`config.mk`:
```
export PLATFORM = sky130hd
export DESIGN_NAME = pkmn_xp_award_flat
export DESIGN_NICKNAME = d
export VERILOG_FILES = /design/src/rtl/pkmn_pkg.sv /design/src/rtl/pkmn_xp_award_if.sv /design/src/rtl/xp_slot_regfile.sv /design/src/rtl/pkmn_xp_award.sv /design/src/flat_wrapper.sv
export SDC_FILE = /design/constraint.sdc
export NUM_CORES = 1
export LEC_CHECK = 0
export BUFFER_PORTS_ARGS = -buffer_cell sky130_fd_sc_hd__buf_4
export CAP_MARGIN = 25
export CORE_UTILIZATION = 50
export DETAILED_ROUTE_END_ITERATION = 6
export GPL_ROUTABILITY_DRIVEN = 0
export PLACE_DENSITY = 0.71
export RECOVER_POWER = 100
export SYNTH_ARGS = -nofsm -noshare
export SYNTH_HDL_FRONTEND = slang
export SYNTH_SLANG_ARGS = --single-unit
```
`constraint.sdc`:
```
create_clock -name Clk -period 3.3 [get_ports Clk]
set_clock_uncertainty 0.05 [all_clocks]
set_input_delay 0.165 -clock Clk [delete_from_list [all_inputs] [get_ports Clk]]
set_output_delay 0.165 -clock Clk [all_outputs]
set_load 0.01 [all_outputs]
```
`src/rtl/pkmn_pkg.sv`:
```
// Shared types and constants for the party XP award block.
package pkmn_pkg;

    typedef enum logic [1:0] {
        IDLE  = 2'd0,
        FILL  = 2'd1,
        LVLUP = 2'd2,
        DONE  = 2'd3
    } xp_state_t;

    localparam logic [7:0] XP_MAX      = 8'd255;
    localparam int         MAX_LVL     = 15;
    localparam int         N_SLOTS_DEF = 4;

    typedef logic [$clog2(N_SLOTS_DEF)-1:0] slot_t;

endpackage

```
`src/rtl/pkmn_xp_award_if.sv`:
```
// Award / load / read bus between the battle FSM, the HUD and pkmn_xp_award.
// Award handshake: a request transfers on a clock edge where award_valid and
// award_ready are both high; award_valid with award_ready low is not captured.
interface pkmn_xp_award_if
    import pkmn_pkg::*;
#(
    parameter int N_SLOTS = 4,
    parameter int XP_W    = 8,
    parameter int LVL_W   = 4
);
    localparam int SLOT_W = $clog2(N_SLOTS);

    logic              award_valid;
    logic              award_ready;
    logic [SLOT_W-1:0] award_slot;
    logic [XP_W-1:0]   award_xp;
    logic              ld_en;
    logic [SLOT_W-1:0] ld_slot;
    logic [XP_W-1:0]   ld_xp;
    logic [LVL_W-1:0]  ld_lvl;
    logic              tick;
    logic [SLOT_W-1:0] rd_slot;
    logic [XP_W-1:0]   rd_xp;
    logic [LVL_W-1:0]  rd_lvl;
    logic              busy;
    logic              level_up;
    logic              done;
    xp_state_t         dbg_state;

    modport master (
        output award_valid, award_slot, award_xp,
        output ld_en, ld_slot, ld_xp, ld_lvl,
        output tick, rd_slot,
        input  award_ready, rd_xp, rd_lvl, busy, level_up, done, dbg_state
    );

    modport slave (
        input  award_valid, award_slot, award_xp,
        input  ld_en, ld_slot, ld_xp, ld_lvl,
        input  tick, rd_slot,
        output award_ready, rd_xp, rd_lvl, busy, level_up, done, dbg_state
    );

endinterface

```
`src/rtl/xp_slot_regfile.sv`:
```
// Party XP/level storage: one write port, one registered read port, plus a
// combinational peek of the slot being animated so the FSM sees live values.
module xp_slot_regfile #(
    parameter int N_SLOTS  = 4,
    parameter int XP_W     = 8,
    parameter int LVL_W    = 4,
    parameter int INIT_LVL = 5,
    localparam int SLOT_W  = $clog2(N_SLOTS)
) (
    input  logic              clk,
    input  logic              rst_n,
    input  logic              we_i,
    input  logic [SLOT_W-1:0] waddr_i,
    input  logic [XP_W-1:0]   wxp_i,
    input  logic [LVL_W-1:0]  wlvl_i,
    input  logic [SLOT_W-1:0] raddr_i,
    output logic [XP_W-1:0]   rxp_o,
    output logic [LVL_W-1:0]  rlvl_o,
    input  logic [SLOT_W-1:0] paddr_i,
    output logic [XP_W-1:0]   pxp_o,
    output logic [LVL_W-1:0]  plvl_o
);
    logic [XP_W-1:0]  xp_q  [N_SLOTS];
    logic [LVL_W-1:0] lvl_q [N_SLOTS];
    logic [XP_W-1:0]  rxp_q;
    logic [LVL_W-1:0] rlvl_q;

    // The read register samples before the write lands, so a same-cycle
    // write shows up on the read port one cycle later.
    always_ff @(posedge clk or negedge rst_n) begin
        if (!rst_n) begin
            for (int i = 0; i < N_SLOTS; i++) begin
                xp_q[i]  <= '0;
                lvl_q[i] <= LVL_W'(INIT_LVL);
            end
            rxp_q  <= '0;
            rlvl_q <= LVL_W'(INIT_LVL);
        end else begin
            if (we_i) begin
                xp_q[waddr_i]  <= wxp_i;
                lvl_q[waddr_i] <= wlvl_i;
            end
            rxp_q  <= xp_q[raddr_i];
            rlvl_q <= lvl_q[raddr_i];
        end
    end

    assign rxp_o  = rxp_q;
    assign rlvl_o = rlvl_q;
    assign pxp_o  = xp_q[paddr_i];
    assign plvl_o = lvl_q[paddr_i];

endmodule

```
`src/rtl/pkmn_xp_award.sv`:
```
// Animates a per-battle XP award into one party slot, one point per frame tick,
// with a level-up pause on each bar wrap. Owns the party XP/level storage.
module pkmn_xp_award
    import pkmn_pkg::*;
#(
    parameter int N_SLOTS     = 4,
    parameter int XP_W        = 8,
    parameter int LVL_W       = 4,
    parameter int MAX_LVL     = pkmn_pkg::MAX_LVL,
    parameter int INIT_LVL    = 5,
    parameter int PAUSE_TICKS = 30
) (
    input  logic          Clk,
    input  logic          Reset_n,
    pkmn_xp_award_if.slave bus
);
    localparam int SLOT_W  = $clog2(N_SLOTS);
    localparam int PAUSE_W = $clog2(PAUSE_TICKS + 1);
    localparam logic [XP_W-1:0]    XP_TOP     = (XP_W == 8) ? XP_W'(XP_MAX) : '1;
    localparam logic [LVL_W-1:0]   LVL_TOP    = LVL_W'(MAX_LVL);
    localparam logic [LVL_W:0]     LVL_TOP_X  = (LVL_W + 1)'(MAX_LVL);
    localparam logic [PAUSE_W-1:0] PAUSE_LAST = PAUSE_W'(PAUSE_TICKS - 1);

    xp_state_t          state_q, state_d;
    logic [XP_W-1:0]    remaining_q, remaining_d;
    logic [SLOT_W-1:0]  cur_slot_q, cur_slot_d;
    logic [PAUSE_W-1:0] pause_q, pause_d;
    logic               level_up_q, level_up_d;

    logic              we;
    logic [SLOT_W-1:0] waddr;
    logic [XP_W-1:0]   wxp;
    logic [LVL_W-1:0]  wlvl;
    logic [XP_W-1:0]   cur_xp;
    logic [LVL_W-1:0]  cur_lvl;
    logic [LVL_W:0]    ld_lvl_x;

    xp_slot_regfile #(
        .N_SLOTS  (N_SLOTS),
        .XP_W     (XP_W),
        .LVL_W    (LVL_W),
        .INIT_LVL (INIT_LVL)
    ) u_regfile (
        .clk     (Clk),
        .rst_n   (Reset_n),
        .we_i    (we),
        .waddr_i (waddr),
        .wxp_i   (wxp),
        .wlvl_i  (wlvl),
        .raddr_i (bus.rd_slot),
        .rxp_o   (bus.rd_xp),
        .rlvl_o  (bus.rd_lvl),
        .paddr_i (cur_slot_q),
        .pxp_o   (cur_xp),
        .plvl_o  (cur_lvl)
    );

    always_ff @(posedge Clk or negedge Reset_n) begin
        if (!Reset_n) begin
            state_q     <= IDLE;
            remaining_q <= '0;
            cur_slot_q  <= '0;
            pause_q     <= '0;
            level_up_q  <= 1'b0;
        end else begin
            state_q     <= state_d;
            remaining_q <= remaining_d;
            cur_slot_q  <= cur_slot_d;
            pause_q     <= pause_d;
            level_up_q  <= level_up_d;
        end
    end

    // Widened by one bit so the clamp stays meaningful when MAX_LVL fills LVL_W.
    assign ld_lvl_x = {1'b0, bus.ld_lvl};

    always_comb begin
        state_d     = state_q;
        remaining_d = remaining_q;
        cur_slot_d  = cur_slot_q;
        pause_d     = pause_q;
        level_up_d  = 1'b0;
        we          = 1'b0;
        waddr       = cur_slot_q;
        wxp         = cur_xp;
        wlvl        = cur_lvl;

        case (state_q)
            IDLE: begin
                if (bus.award_valid) begin
                    cur_slot_d  = bus.award_slot;
                    remaining_d = bus.award_xp;
                    state_d     = FILL;
                end else if (bus.ld_en) begin
                    we    = 1'b1;
                    waddr = bus.ld_slot;
                    wxp   = bus.ld_xp;
                    wlvl  = (ld_lvl_x > LVL_TOP_X) ? LVL_TOP : bus.ld_lvl;
                end
            end
            FILL: begin
                if (remaining_q == '0) begin
                    state_d = DONE;
                end else if (cur_lvl == LVL_TOP && cur_xp == XP_TOP) begin
                    // Capped slot: whatever is left of the award is thrown away.
                    remaining_d = '0;
                    state_d     = DONE;
                end else if (bus.tick) begin
                    remaining_d = remaining_q - 1'b1;
                    we          = 1'b1;
                    if (cur_xp == XP_TOP) begin
                        wxp        = '0;
                        wlvl       = cur_lvl + 1'b1;
                        level_up_d = 1'b1;
                        pause_d    = '0;
                        state_d    = LVLUP;
                    end else begin
                        wxp = cur_xp + 1'b1;
                    end
                end
            end
            LVLUP: begin
                if (bus.tick) begin
                    if (pause_q == PAUSE_LAST) begin
                        pause_d = '0;
                        state_d = FILL;
                    end else begin
                        pause_d = pause_q + 1'b1;
                    end
                end
            end
            DONE: begin
                state_d = IDLE;
            end
            default: begin
                state_d = IDLE;
            end
        endcase
    end

    assign bus.award_ready = (state_q == IDLE);
    assign bus.busy        = (state_q != IDLE);
    assign bus.done        = (state_q == DONE);
    assign bus.level_up    = level_up_q;
    assign bus.dbg_state   = state_q;

endmodule

```
`src/flat_wrapper.sv`:
```
// flat-port wrapper written by rule: the top's interface ports become plain ports
module pkmn_xp_award_flat import pkmn_pkg::*;
#(
    parameter int N_SLOTS     = 4,
    parameter int XP_W        = 8,
    parameter int LVL_W       = 4,
    parameter int MAX_LVL     = pkmn_pkg::MAX_LVL,
    parameter int INIT_LVL    = 5,
    parameter int PAUSE_TICKS = 30
)
  (Clk, Reset_n, bus_award_valid, bus_award_slot, bus_award_xp, bus_ld_en, bus_ld_slot, bus_ld_xp, bus_ld_lvl, bus_tick, bus_rd_slot, bus_award_ready, bus_rd_xp, bus_rd_lvl, bus_busy, bus_level_up, bus_done, bus_dbg_state);
  pkmn_xp_award_if #(.N_SLOTS(N_SLOTS), .XP_W(XP_W), .LVL_W(LVL_W)) bus_i ();
  input  logic Clk;
  input  logic Reset_n;
  input wire logic [$bits(bus_i.award_valid)-1:0] bus_award_valid;
  input wire logic [$bits(bus_i.award_slot)-1:0] bus_award_slot;
  input wire logic [$bits(bus_i.award_xp)-1:0] bus_award_xp;
  input wire logic [$bits(bus_i.ld_en)-1:0] bus_ld_en;
  input wire logic [$bits(bus_i.ld_slot)-1:0] bus_ld_slot;
  input wire logic [$bits(bus_i.ld_xp)-1:0] bus_ld_xp;
  input wire logic [$bits(bus_i.ld_lvl)-1:0] bus_ld_lvl;
  input wire logic [$bits(bus_i.tick)-1:0] bus_tick;
  input wire logic [$bits(bus_i.rd_slot)-1:0] bus_rd_slot;
  output wire logic [$bits(bus_i.award_ready)-1:0] bus_award_ready;
  output wire logic [$bits(bus_i.rd_xp)-1:0] bus_rd_xp;
  output wire logic [$bits(bus_i.rd_lvl)-1:0] bus_rd_lvl;
  output wire logic [$bits(bus_i.busy)-1:0] bus_busy;
  output wire logic [$bits(bus_i.level_up)-1:0] bus_level_up;
  output wire logic [$bits(bus_i.done)-1:0] bus_done;
  output wire logic [$bits(bus_i.dbg_state)-1:0] bus_dbg_state;
  assign bus_i.award_valid = bus_award_valid;
  assign bus_i.award_slot = bus_award_slot;
  assign bus_i.award_xp = bus_award_xp;
  assign bus_i.ld_en = bus_ld_en;
  assign bus_i.ld_slot = bus_ld_slot;
  assign bus_i.ld_xp = bus_ld_xp;
  assign bus_i.ld_lvl = bus_ld_lvl;
  assign bus_i.tick = bus_tick;
  assign bus_i.rd_slot = bus_rd_slot;
  assign bus_award_ready = bus_i.award_ready;
  assign bus_rd_xp = bus_i.rd_xp;
  assign bus_rd_lvl = bus_i.rd_lvl;
  assign bus_busy = bus_i.busy;
  assign bus_level_up = bus_i.level_up;
  assign bus_done = bus_i.done;
  assign bus_dbg_state = bus_i.dbg_state;
  pkmn_xp_award #(.N_SLOTS(N_SLOTS), .XP_W(XP_W), .LVL_W(LVL_W), .MAX_LVL(MAX_LVL), .INIT_LVL(INIT_LVL), .PAUSE_TICKS(PAUSE_TICKS)) u_core (.Clk(Clk), .Reset_n(Reset_n), .bus(bus_i));
endmodule
```
==> metrics <==
Die X 98.3 um; GRT Residual Overflow 0; Worst R2R End u_core.u_regfile.xp_q[21]$_DFFE_PN0P_; unique cell type count in the Yosys netlist 62; worst reg2reg path startpoint u_core.cur_slot_q[1]$_DFFE_PN0P_; commonest non-fill, non-tap cells in the layout dfrtp_1 (67), buf_4 (45), mux2_2 (29); CP Class reg -> reg; Worst Hold Class in -> reg; critical hold path startpoint bus_tick; total wire length 11.9 mm; EDFF count, synth 0; layout cell share with drive strength beyond 1 28.7%; ys async rst share 100%; first drt pass iteration count 7; peak supply drop 0.431 mV; Crit Path Max Fanout 11; WHS Path Cells 3; fin crit share 98.3%; Relative slew margins -20.7%; Synth Area per Inst 11.3 sq um; GRT Resource Usage Total 26.5%; Initial Util 52.4%; initial drt markers 228; DRC 0; dpl ws 0.0814 ns; first-pass GRT wire length 19.6 mm; most common cell after layout, fill and taps aside dfrtp_1; ANT nets after route 0; Chip Height 98.3 um; DIE AREA 9670 sq um; Lkg Pwr 2.28 nW; Final setup viols 0; PortBufs 48; warnings from Yosys 0; RSZ-0062 raised after global routing false; root buf cell clkbuf_8; # diodes 0; vias after detailed routing 3,727; Final Slew Violations 75; PD cells 842 nW/um^2; crit end category flip-flop; Num Clock Sinks 78; largest net degree at the start of global routing 79; DP Wirelength 8.56 mm; Worst-Margin Slew 1.81 ns; nets 508; filler instances 759; post-DR vias/cell 6.37; Synth Flop Type dfrtp_1; sequential area share after synthesis 42.4%; startpoint types flip-flop; failing checks capacitance limit, slew limit; depth of the worst register-to-register path 8; fmax 308 MHz; Worst Path Arrival 3.43 ns; WL/cell 20.3 um; row cnt 34; Netlist Area Pre-Place 4640 sq um; Syn Nets 447; TNS Setup 0 ns; Mapped Cells 411; Hold Path Sink u_core.bus.level_up$_DFF_PN0_; endpoints failing hold 0; Num CTS Buffers 9; antenna violations before repair 0; vias in the first global route 3,728; clock tree buffer depth 2; flop2flop setup slack 0.06 ns; max-cap violations 1; TritonCTS clock tree built; final worst slack 0.0573 ns; worst path required time 3.49 ns; htree depth 3; Skew-Pair Late Insertion Delay 0.36 ns; num ports 49; synthesis-to-finish area growth 14.6%; Yosys reg bits 78; Period minus WS final 3.24 ns; Setup Fix Bufs, Post-CTS 0; CTS clk-pin slew, worst paths 0.08 ns; outcome complete, but fails checks; core outline area 8850 sq um
## per-stage QoR
step | cells | total power, mW | cell area (sq um) | util [%] | hold slack, ns
final | 585 | 4.48 | 5320 | 60.1 | 0.0823
after global routing | 585 | 4.77 | 5320 | 60.1 | 0.0635
after CTS | 584 | 4.58 | 5420 | 61.2 | 0.0622
after detailed placement | 565 | 3.77 | 5160 | 58.4 | 0.339
after global placement | 565 | 3.71 | 5160 | 58.4 | 0.343
after floorplan | 411 | 3.11 | 4640 | - | -0.181
## timing repair
action / in CTS / in global routing
resized for setup: 0 / 1
endpoints found under the hold margin: 70 / 0
endpoints found under the setup margin: 0 / 11
hold buffers: 3 / 0
## state kept, by name, indices dropped and copies added (netlist names)
name,flops
u_core.u_regfile.rxp_o,8
u_core.pause_q,5
u_core.u_regfile.lvl_q,16
u_core.bus.level_up,1
u_core.cur_slot_q,2
u_core.u_regfile.rlvl_o,4
u_core.u_regfile.xp_q,32
u_core.remaining_q,8
u_core.bus.dbg_state,2
## power breakdown
group	switching [mW]	internal [mW]	total, mW
combinational	1.03	0.967	2.00
clock	0.361	0.431	0.792
sequential	0.340	1.35	1.69
total	1.73	2.75	4.48
## routing by layer
| layer | GRT usage, % | wire length, um | vias to the layer above |
|---|---|---|---|
| met1 | 35.1 | 5190 | 1885 |
| met5 | 0 | 0 | - |
| li1 | - | - | 1689 |
| met3 | 5.73 | 654 | 22 |
| met4 | 10.7 | 271 | 0 |
| met2 | 42.6 | 5780 | 131 |
## area by class of cell
cell class	instances	area, sq um	share of cell area, %
Sequential cell	78	1970	37.0
Timing Repair Buffer	73	465	8.76
Multi-Input combinational cell	288	2440	46.0
Tap cell	108	135	2.54
Clock inverter	6	93.8	1.77
Inverter	22	82.6	1.55
Clock buffer	10	128	2.40
## synthesized netlist by cell type (5+ instances only)
cell      count  area [sq um]
a21oi_1      15          75.1
a22o_1        8          70.1
a22oi_1      10          75.1
buf_2         5          25.0
clkbuf_1     11          41.3
dfrtp_1      68          1700
dfstp_2      10           263
ha_1          5          62.6
inv_1        21          78.8
mux2_1        5          56.3
mux2_2       29           327
mux2_4        7           105
mux2i_1      10           100
mux4_2       24           541
nand2_1      27           101
nand2b_1      6          37.5
nand3_1       9          45.0
nand4_1       8          50.1
nor2_1       21          78.8
nor3_1        7          35.0
nor4_1        5          31.3
o211ai_1      5          37.5
o21ai_0      14          70.1
o21ai_1       6          30.0
## cells by family after synthesis
kind of cell             Yosys count  share of synthesized area, %
AO/OA/AOI/OAI                    103                          15.8
XOR/XNOR                           1                         0.189
adder cells (fa/ha/maj)            5                          1.35
buffers and inverters             45                          4.50
flip-flops                        78                          42.4
multiplexers                      75                          24.3
AND/OR/NAND/NOR                  104                          11.4
## worst max path at each step
stage | to | slack (ns) | startpoint
after floorplan | u_core.u_regfile.lvl_q[1]$_DFFE_PN0P_ | 0.28 | u_core.cur_slot_q[0]$_DFFE_PN0P_
after global placement | u_core.u_regfile.xp_q[13]$_DFFE_PN0P_ | 0.14 | u_core.cur_slot_q[0]$_DFFE_PN0P_
after detailed placement | u_core.u_regfile.xp_q[13]$_DFFE_PN0P_ | 0.08 | u_core.cur_slot_q[0]$_DFFE_PN0P_
after CTS | u_core.u_regfile.xp_q[13]$_DFFE_PN0P_ | 0.07 | u_core.cur_slot_q[0]$_DFFE_PN0P_
after global routing | u_core.u_regfile.xp_q[21]$_DFFE_PN0P_ | 0.003 | u_core.cur_slot_q[1]$_DFFE_PN0P_
final | u_core.u_regfile.xp_q[21]$_DFFE_PN0P_ | 0.06 | u_core.cur_slot_q[1]$_DFFE_PN0P_
## critical path, stage by stage, from the launching register on
cell and delay [ns]:
dfrtp_1 0.67, mux4_2 0.35, ha_1 0.21, nand2_1 0.08, o22a_1 0.25, or4_1 0.62
a221oi_2 0.27, o221ai_1 0.27, mux2_4 0.34
No activity file was read; power rests on OpenSTA's default activity.
